==> src/rtl/dp_acc_pkg.sv <==
// Shared definitions for the dot-product accumulator.
//
// Holds the controller state encoding, the default widths for the
// accumulator block, and the product width that the pipelined 32x32
// Wallace multiplier also uses, so both ends of the product stream agree.
package dp_acc_pkg;

  // Product width produced by the 32x32 multiplier (unsigned 64-bit).
  localparam int unsigned MUL_PROD_W = 64;

  // Default widths for dot_product_accumulator.
  localparam int unsigned DP_PROD_W_DEF = MUL_PROD_W;
  localparam int unsigned DP_ACC_W_DEF  = 72;  // 8 guard bits over the product
  localparam int unsigned DP_LEN_W_DEF  = 8;   // up to 255 terms

  typedef enum logic [1:0] {
    IDLE  = 2'd0,
    ACCUM = 2'd1,
    HOLD  = 2'd2
  } dp_state_e;

endpackage : dp_acc_pkg

==> src/rtl/dot_product_accumulator.sv <==
// dot_product_accumulator
//
// Sums a programmed number of consecutive unsigned products from the
// multiplier and presents the total on a held valid/ready output. Together
// with the multiplier it forms a MAC / dot-product unit.
//
// Ports:
//   clk_i          rising-edge clock
//   rst_n_i        synchronous active-low reset
//   start_i        begin a new dot product (taken in IDLE, or in HOLD when
//                  the result is consumed on the same edge)
//   len_i          number of products to sum, latched on an accepted start
//   prod_valid_i   product on prod_i is valid
//   prod_i         unsigned product from the multiplier
//   prod_ready_o   block accepts a product this cycle (ACCUM only)
//   acc_out_o      final sum, stable while acc_valid_o is high
//   acc_valid_o    result available (HOLD)
//   acc_ready_i    consumer takes the result
//   busy_o         high in ACCUM or HOLD
//   overflow_o     sticky carry out of the accumulator for this dot product
//   term_cnt_o     products accepted so far in this dot product
//
// State table:
//   state | meaning
//   IDLE  | waiting for start; no product accepted, no result shown
//   ACCUM | accepting products until len have been summed
//   HOLD  | result on acc_out_o held until acc_ready_i
module dot_product_accumulator
  import dp_acc_pkg::*;
#(
  parameter int unsigned PROD_W = DP_PROD_W_DEF,
  parameter int unsigned ACC_W  = DP_ACC_W_DEF,
  parameter int unsigned LEN_W  = DP_LEN_W_DEF
) (
  input  logic              clk_i,
  input  logic              rst_n_i,
  input  logic              start_i,
  input  logic [LEN_W-1:0]  len_i,
  input  logic              prod_valid_i,
  input  logic [PROD_W-1:0] prod_i,
  output logic              prod_ready_o,
  output logic [ACC_W-1:0]  acc_out_o,
  output logic              acc_valid_o,
  input  logic              acc_ready_i,
  output logic              busy_o,
  output logic              overflow_o,
  output logic [LEN_W-1:0]  term_cnt_o
);

  dp_state_e state_q, state_d;

  logic [ACC_W-1:0] acc_q,      acc_d;
  logic [ACC_W-1:0] acc_out_q,  acc_out_d;
  logic [LEN_W-1:0] term_cnt_q, term_cnt_d;
  logic [LEN_W-1:0] len_q,      len_d;
  logic             overflow_q, overflow_d;

  logic             accept;
  logic             start_take;
  logic             len_zero;
  logic             last_term;
  logic [LEN_W-1:0] term_cnt_inc;
  logic [ACC_W:0]   prod_ext;
  logic [ACC_W:0]   sum;

  // ------------------------------------------------------------------
  // Shared decode
  // ------------------------------------------------------------------
  assign accept       = prod_valid_i && prod_ready_o;
  assign len_zero     = (len_i == '0);
  assign term_cnt_inc = term_cnt_q + 1'b1;
  // len_q is never zero in ACCUM, so count+1 == len marks the final term.
  assign last_term    = (term_cnt_inc == len_q);

  // A start is honoured in IDLE, or in HOLD on the same edge that the
  // consumer takes the result (back-to-back). Elsewhere it is ignored.
  assign start_take = start_i &&
                      ((state_q == IDLE) || ((state_q == HOLD) && acc_ready_i));

  // One ACC_W+1-bit add; the top bit is the carry out of the accumulator.
  assign prod_ext = (ACC_W+1)'(prod_i);
  assign sum      = {1'b0, acc_q} + prod_ext;

  // ------------------------------------------------------------------
  // State register and datapath registers
  // ------------------------------------------------------------------
  always_ff @(posedge clk_i) begin
    if (!rst_n_i) begin
      state_q    <= IDLE;
      acc_q      <= '0;
      acc_out_q  <= '0;
      term_cnt_q <= '0;
      len_q      <= '0;
      overflow_q <= 1'b0;
    end else begin
      state_q    <= state_d;
      acc_q      <= acc_d;
      acc_out_q  <= acc_out_d;
      term_cnt_q <= term_cnt_d;
      len_q      <= len_d;
      overflow_q <= overflow_d;
    end
  end

  // ------------------------------------------------------------------
  // Next-state logic
  // ------------------------------------------------------------------
  always_comb begin
    state_d = state_q;
    unique case (state_q)
      IDLE: begin
        if (start_i) begin
          state_d = len_zero ? HOLD : ACCUM;
        end
      end
      ACCUM: begin
        if (accept && last_term) begin
          state_d = HOLD;
        end
      end
      HOLD: begin
        if (acc_ready_i) begin
          if (start_i) begin
            state_d = len_zero ? HOLD : ACCUM;
          end else begin
            state_d = IDLE;
          end
        end
      end
      default: state_d = IDLE;
    endcase
  end

  // ------------------------------------------------------------------
  // Output decode (state only, no input paths)
  // ------------------------------------------------------------------
  always_comb begin
    prod_ready_o = 1'b0;
    acc_valid_o  = 1'b0;
    busy_o       = 1'b0;
    unique case (state_q)
      IDLE: begin
        prod_ready_o = 1'b0;
        acc_valid_o  = 1'b0;
        busy_o       = 1'b0;
      end
      ACCUM: begin
        prod_ready_o = 1'b1;
        busy_o       = 1'b1;
      end
      HOLD: begin
        acc_valid_o  = 1'b1;
        busy_o       = 1'b1;
      end
      default: begin
        prod_ready_o = 1'b0;
        acc_valid_o  = 1'b0;
        busy_o       = 1'b0;
      end
    endcase
  end

  // ------------------------------------------------------------------
  // Datapath next-state
  // ------------------------------------------------------------------
  always_comb begin
    acc_d      = acc_q;
    acc_out_d  = acc_out_q;
    term_cnt_d = term_cnt_q;
    len_d      = len_q;
    overflow_d = overflow_q;

    if (start_take) begin
      // New dot product. An empty one (len 0) lands in HOLD with a zero
      // result, so acc_out is cleared here for both cases.
      acc_d      = '0;
      acc_out_d  = '0;
      term_cnt_d = '0;
      len_d      = len_i;
      overflow_d = 1'b0;
    end else if (accept) begin
      acc_d      = sum[ACC_W-1:0];
      overflow_d = overflow_q | sum[ACC_W];
      term_cnt_d = term_cnt_inc;
      if (last_term) begin
        acc_out_d = sum[ACC_W-1:0];
      end
    end
  end

  assign acc_out_o  = acc_out_q;
  assign overflow_o = overflow_q;
  assign term_cnt_o = term_cnt_q;

endmodule : dot_product_accumulator

==> config.mk <==
export PLATFORM = sky130hd
export DESIGN_NAME = dot_product_accumulator
export DESIGN_NICKNAME = d
export VERILOG_FILES = /design/src/rtl/dp_acc_pkg.sv /design/src/rtl/dot_product_accumulator.sv
export SDC_FILE = /design/constraint.sdc
export NUM_CORES = 1
export LEC_CHECK = 0
export ABC_AREA = 1
export ABC_CLOCK_PERIOD_IN_PS = 2900
export BUFFER_PORTS_ARGS = -buffer_cell sky130_fd_sc_hd__buf_2
export CORE_MARGIN = 3
export CORE_UTILIZATION = 50
export DETAILED_ROUTE_END_ITERATION = 8
export GPL_TIMING_DRIVEN = 0
export PLACE_DENSITY = 0.83
export REMOVE_ABC_BUFFERS = 1
export SYNTH_ARGS = -nofsm -noshare
export SYNTH_HDL_FRONTEND = slang
export SYNTH_SLANG_ARGS = --single-unit
==> constraint.sdc <==
create_clock -name clk_i -period 2.9 [get_ports clk_i]
set_input_delay 0.29 -clock clk_i [delete_from_list [all_inputs] [get_ports clk_i]]
set_output_delay 0.29 -clock clk_i [all_outputs]
set_load 0.02 [all_outputs]
==> metrics.yaml, run 1 <==
h-tree-depth: 4
clock_latency_ps: 440
place.gp.congestion: 0.984
grt_overflow_total: 0
finalCriticalPeriod_ps: 2760
drive_above_1_share: 0.0971
grt_max_degree: 59
rsz0062_at_grt: "no"
regArea_sq_um: 3260
ff2ff_setup_slack_ps: 140
pin_count: 161
endpoint_kind: "register"
antenna_left: 0
cp_data_required_time_ps: 3240
place_ws_ps: -2340
clock.fmax_ghz: 0.362
fin_crit_sh: 0.951
io_buffers: 160
drcViolationCount: 0
grt_use_met2: 0.470
fillers: 2434
power_density_nw_per_um2: 602
synthCells: 2140
via_per_inst: 5.12
avgSynthCellArea_sq_um: 5.76
yosysSeqAreaShare: 0.265
crit_chain: "ha_1 > nand2_1 > nor2_1 > nand3_1 > nand3_1 > nand2_1 > nand2_1 > nand2_1 > nand2_1 > nand2_1 > nand3_1 > nand3_1 > nand2_1 > inv_1"
ir_drop_uv: 402
antenna_found_initial: 0
initial_core_util: 0.518
grt_pass1_wl_mm: 64.5
min_from: "len_i[5]"
synth_ff_type: "dfxtp_1"
report.final.slew_viol_count: 0
core_area_sq_um: 23800
crit_path_start_kind: "register"
gr-usage-met1: 0.451
final_hold_viol_count: 0
finalPower_mw: 8.56
reg2reg_from: "acc_q[9]"
yosys-top-cells-area: "dfxtp_1 (26%), nand2_1 (19%), inv_1 (14%), ha_1 (7.0%), nor2_1 (7.0%)"
tightest_slew_ps: 523
holdPathEnd: "len_q[5]"
finClkSkew_ps: 11.3
wirelength_mm: 41.6
multiInputGateArea_sq_um: 7200
path_max_fanout: 4
synth-edff-count: 0
final_core_util: 0.597
dr.pass1.iters: 8
clock_path_buffers: 2
gr-max-usage-layer: "met2"
clockRootBuffer: "clkbuf_16"
die_w_um: 163
cts_tree: "yes"
syn2layout_area_growth_pct: 15.3
min_path_cells: 3
grt_usage: 0.309
finalNetCount: 2431
maxSlewHeadroom: 0.648
rr_worst_depth: 14
hold_class: "in -> reg"
clkTransAtPathRegs_ps: 80
grtUsageMet3: 0.0568
n_antenna_cell: 0
reg2reg_to: "acc_q[66]"
syn_area_sq_um: 12300
post_drt_wl_per_cell_um: 15.9
yosys-top-cells-count: "nand2_1 (630), inv_1 (461), nor2_1 (229)"
drt-initial-drc-count: 1221
synth-warning-count: 0
fin_ws_ps: 141
cap_violations: 0
worstSetupPathType: "reg -> reg"
fin_setup_tns_ps: 0
rows: 56
synth_cell_types: 34
crit_slowest_cell: "nor2_1"
hold_slack_ps: 98.2
cpMostUsedCell: "nand2_1"
dp.final_hpwl_mm: 31.3
synth_top_cell_by_area: "dfxtp_1"
synth-seq-cells: 163
vias: 13400
setup_viol: 0
async_reset_ff_frac: 0
grt_pass1_vias: 12400
cp_slowest_stage_delay_ps: 410
outcome: "complete, no violations"
dieHeight_um: 163
cts_buffers: 17
p_leak_nw: 7.79
crit_arrival_ps: 3100
die-area_sq_um: 26600
synth_top_area_frac: 0.265
synth_most_common_cell: "nand2_1"
clkSinkCount: 163
[repair_timing]
action                                  in CTS  in global routing
endpoints found under the setup margin     109                 77
setup buffers                                4                  2
gates resized for setup                     18                  9
gates cloned                                 5                  0
hold buffers                                 0                  0
pin swaps                                    3                  1
[critical path, delay by kind of cell, from the launching register on]
family / cells / cell delay (ps)
AND/OR/NAND/NOR: 12 / 1950
adder cells (fa/ha/maj): 1 / 340
flip-flops: 1 / 330
buffers and inverters: 1 / 40
[sequential cells by signal (all words and copies together), names as in the netlist]
name and flops:
acc_out_o 72, acc_q 72, len_q 8, overflow_o 1, state_q 2, term_cnt_o 8
[power by group]
group | internal [mW] | leakage [nW] | total, mW | switching (mW)
Sequential | 2.49 | 1.32 | 2.67 | 0.180
Clock | 1.26 | 0.295 | 2.40 | 1.14
Combinational | 1.07 | 6.17 | 3.49 | 2.42
Total | 4.82 | 7.79 | 8.56 | 3.75
[cells in the final DEF, fill, tap and decap left out, types with 8 or more instances in the layout]
| master | synthesis | final |
|---|---|---|
| o21ai_1 | 13 | 13 |
| clkbuf_16 | 0 | 17 |
| o211ai_1 | 24 | 24 |
| nand3_1 | 134 | 133 |
| nand2_1 | 630 | 627 |
| o21ai_0 | 91 | 91 |
| o21bai_1 | 8 | 8 |
| xnor2_1 | 16 | 16 |
| ha_1 | 69 | 68 |
| xor2_1 | 27 | 27 |
| inv_1 | 461 | 461 |
| a21oi_1 | 171 | 169 |
| nor3_1 | 24 | 24 |
| buf_2 | 10 | 160 |
| nor2_1 | 229 | 227 |
| nand4_1 | 8 | 8 |
| dfxtp_1 | 163 | 163 |
[through the flow]
stage          instance area [sq um]  cells
3_3_place_gp                   13300   2570
3_5_place_dp                   13400   2573
6_report                       14200   2616
4_1_cts                        14200   2614
5_1_grt                        14200   2616
2_1_floorplan                  12100   2091
[how the worst max path moves through the flow]
stage	from	endpoint	slack, ps	cells past startpoint
2_1_floorplan	state_q[1]	acc_out_o[14]	-1440	14
3_3_place_gp	state_q[0]	term_cnt_o[6]	-3310	9
3_5_place_dp	state_q[1]	acc_out_o[69]	-2340	15
4_1_cts	acc_q[0]	acc_out_o[64]	40	14
5_1_grt	state_q[1]	acc_out_o[46]	5	15
6_report	acc_q[9]	acc_q[66]	140	14
[routing by layer]
layer  up-vias  routed length, um  part of all wire
met3        48               3280             0.079
met4         0                875             0.021
met5         -                  0                 0
met2       427              17400              0.42
li1       6866                  -                 -
met1      6049              20000              0.48
[layout make-up]
type	count	area share
sequential	163	0.229
timing repair inverter	2	0.00176
tap	319	0.0281
clock inverter	14	0.0112
inverter	464	0.126
timing repair buffer	169	0.0669
multi-input combinational	1467	0.506
clock buffer	18	0.0309
[kinds of logic (layout without fill, tap and decap cells)]
logic type,after synthesis,in the layout,synth area share
and+or+nand+nor,1037,1040,0.337
buffers and inverters,513,667,0.161
AOI/OAI and AO/OA,314,314,0.135
DFF,163,163,0.265
adders and majority gates,70,70,0.0716
xor gates and xnor gates,43,43,0.0305
Note: power is estimated with default switching activity, not from simulation.
==> run 2, diff against run 1 <==
- CAP_MARGIN: unset -> 20
- CORE_UTILIZATION: 50 -> 60
- PLACE_DENSITY: 0.83 -> 0.94
- REMOVE_ABC_BUFFERS: 1 -> unset
==> metrics.yaml, run 2 (same netlist as run 1, synthesis figures left out) <==
outcome: "complete, no violations"
min_from: "len_i[2]"
vias: 14200  # +5.7%
rsz0062_at_grt: "no"
holdPathEnd: "len_q[2]"
path_max_fanout: 4  # unchanged
fin_cells: 2597  # -0.73%
rr_worst_depth: 14  # unchanged
dp.final_hpwl_mm: 35.0  # +12%
dieHeight_um: 149  # -8.4%
maxSlewHeadroom: 0.420  # -0.228
wirelength_mm: 42.9  # +3.0%
final_cell_mix: "nand2_1 (628), inv_1 (461), nor2_1 (229), a21oi_1 (170), buf_2 (170)"
clkSinkCount: 163  # unchanged
placed_cells: 2565  # -0.31%
final_hold_viol_count: 0  # unchanged
synth.net_count: 2287
reg2reg_to: "acc_q[66]"
crit_chain: "ha_1 > nand2_1 > nor2_1 > nand3_1 > nand3_1 > nand2_1 > nand2_1 > nand2_1 > nand2_1 > nand2_1 > nand3_1 > nand3_1 > nand2_1 > inv_1"
crit_slowest_cell: "nor2_1"
dr.pass1.iters: 5  # -3
io_buffers: 160  # unchanged
die_w_um: 149  # -8.4%
rows: 51  # -8.9%
fillers: 1820  # -25%
pin_count: 161  # unchanged
p_leak_nw: 7.80  # +0.15%
antenna_found_initial: 0  # unchanged
ir_drop_uv: 476  # +18%
clockRootBuffer: "clkbuf_16"
cp_data_required_time_ps: 3250  # about the same
finalNetCount: 2466  # +1.4%
fin_crit_sh: 0.977  # +0.0257
cts_buffers: 17  # unchanged
reg2reg_from: "acc_q[8]"
clock.fmax_ghz: 0.353  # -2.6%
clock_latency_ps: 450  # about the same
cts_hold_buffers: 0  # unchanged
post_drt_wl_per_cell_um: 16.5  # +3.8%
crit_arrival_ps: 3180  # +80 ps
grt_overflow_total: 0  # unchanged
power_density_nw_per_um2: 606  # +0.60%
drive_above_1_share: 0.0956  # -0.00146
cts-resized-gates: 0  # -18
finalCriticalPeriod_ps: 2830  # +74.4 ps
antenna_left: 0  # unchanged
grt_pass1_wl_mm: 65.6  # +1.7%
endpoint_kind: "register"
cp_slowest_stage_delay_ps: 380  # -30 ps
crit_family: "simple AND/OR/NAND/NOR gates"
core_area_sq_um: 19800  # -17%
critPathBufInv: 1  # unchanged
worstSetupPathType: "reg -> reg"
postCtsSetupBuffers: 0  # -4
finClkSkew_ps: 15.0  # +3.67 ps
min_path_cells: 3  # unchanged
cap_violations: 0  # unchanged
report.final.slew_viol_count: 0  # unchanged
cts_tree: "yes"
h-tree-depth: 4  # unchanged
clock_path_buffers: 2  # unchanged
mostFrequentLayoutCell: "nand2_1"
drt-initial-drc-count: 1495  # +22%
clkTransAtPathRegs_ps: 80  # about the same
syn2layout_area_growth_pct: 14.3
initial_core_util: 0.622  # +0.104
final_core_util: 0.710  # +0.113
die-area_sq_um: 22300  # -16%
tightest_slew_ps: 870  # +348 ps
grt_usage: 0.377  # +0.0685
setup_viol: 0  # unchanged
cpMostUsedCell: "nand2_1"
grt_max_degree: 20  # -66%
hold_slack_ps: 86.8  # -11.4 ps
hold_class: "in -> reg"
place.gp.congestion: 1.04  # +5.2%
n_antenna_cell: 0  # unchanged
drcViolationCount: 0  # unchanged
grt_pass1_vias: 12800  # +3.3%
via_per_inst: 5.45  # +6.5%
crit_path_start_kind: "register"
ff2ff_setup_slack_ps: 70  # -70 ps
[run 2: changes by cell type in the layout (fill, tap and decap cells not counted), moves of 4 or more]
cell | before | now
inv_6 | 6 | 2
buf_6 | 0 | 4
clkbuf_1 | 0 | 25
buf_1 | 0 | 6
buf_12 | 5 | 0
buf_2 | 160 | 170
[run 2: routing by layer]
layer,wire length (um),part of all wire,vias to the layer above,global-route usage
met3,4720,0.11,81,0.0653
met2,18300,0.43,717,0.576
met1,18600,0.43,6422,0.543
met5,0,0,-,0
li1,-,-,6932,-
met4,1220,0.028,0,0.119
[run 2: metrics by stage]
stage | setup TNS (ps) | setup slack, ps | power, mW | cell area [sq um]
finish | 0 | 66.6 | 8.54 | 14100
global route | 0 | 7.57 | 9.01 | 14100
CTS | 0 | 45.2 | 8.41 | 14100
detailed placement | -185 | -47.3 | 6.09 | 13500
global placement | 0 | 31.7 | 5.99 | 13500
floorplan | 0 | 790 | 5.08 | 12300
[run 2: how the worst max path moves through the flow]
stage / startpoint / to / slack [ps] / depth (start not counted)
after floorplan: state_q[1] / acc_out_o[64] / 790 / 16
after global placement: prod_i[0] / acc_q[48] / 30 / 15
after detailed placement: prod_i[0] / acc_out_o[62] / -50 / 17
after CTS: acc_q[0] / acc_q[48] / 50 / 14
after global routing: acc_q[8] / acc_q[66] / 8 / 14
final: acc_q[8] / acc_q[66] / 70 / 14
[run 2: power breakdown]
| part | switching, mW | internal [mW] | leakage (nW) | total [mW] |
|---|---|---|---|---|
| logic | 2.48 | 1.05 | 6.18 | 3.53 |
| registers | 0.179 | 2.49 | 1.32 | 2.67 |
| clock network | 1.17 | 1.17 | 0.296 | 2.34 |
[run 2: layout make-up]
| class | instances | area (sq um) | area share |
|---|---|---|---|
| Sequential cell | 163 | 3260 | 0.232 |
| Clock inverter | 15 | 183 | 0.0130 |
| Tap cell | 265 | 332 | 0.0235 |
| Multi-Input combinational cell | 1464 | 7100 | 0.504 |
| Clock buffer | 17 | 425 | 0.0302 |
| Timing Repair Buffer | 160 | 801 | 0.0568 |
| Inverter | 464 | 1750 | 0.124 |
| Buffer | 49 | 241 | 0.0171 |
[run 2: worst register-to-register path, stage by stage, from the launching register on]
cell     delay (ps)
dfxtp_1         330
ha_1            360
nand2_1         120
nor2_1          380
nand3_1         140
nand3_1         260
nand2_1          90
nand2_1         130
nand2_1          70
nand2_1         330
nand2_1         170
nand3_1         140
nand3_1          90
nand2_1         100
inv_1            40
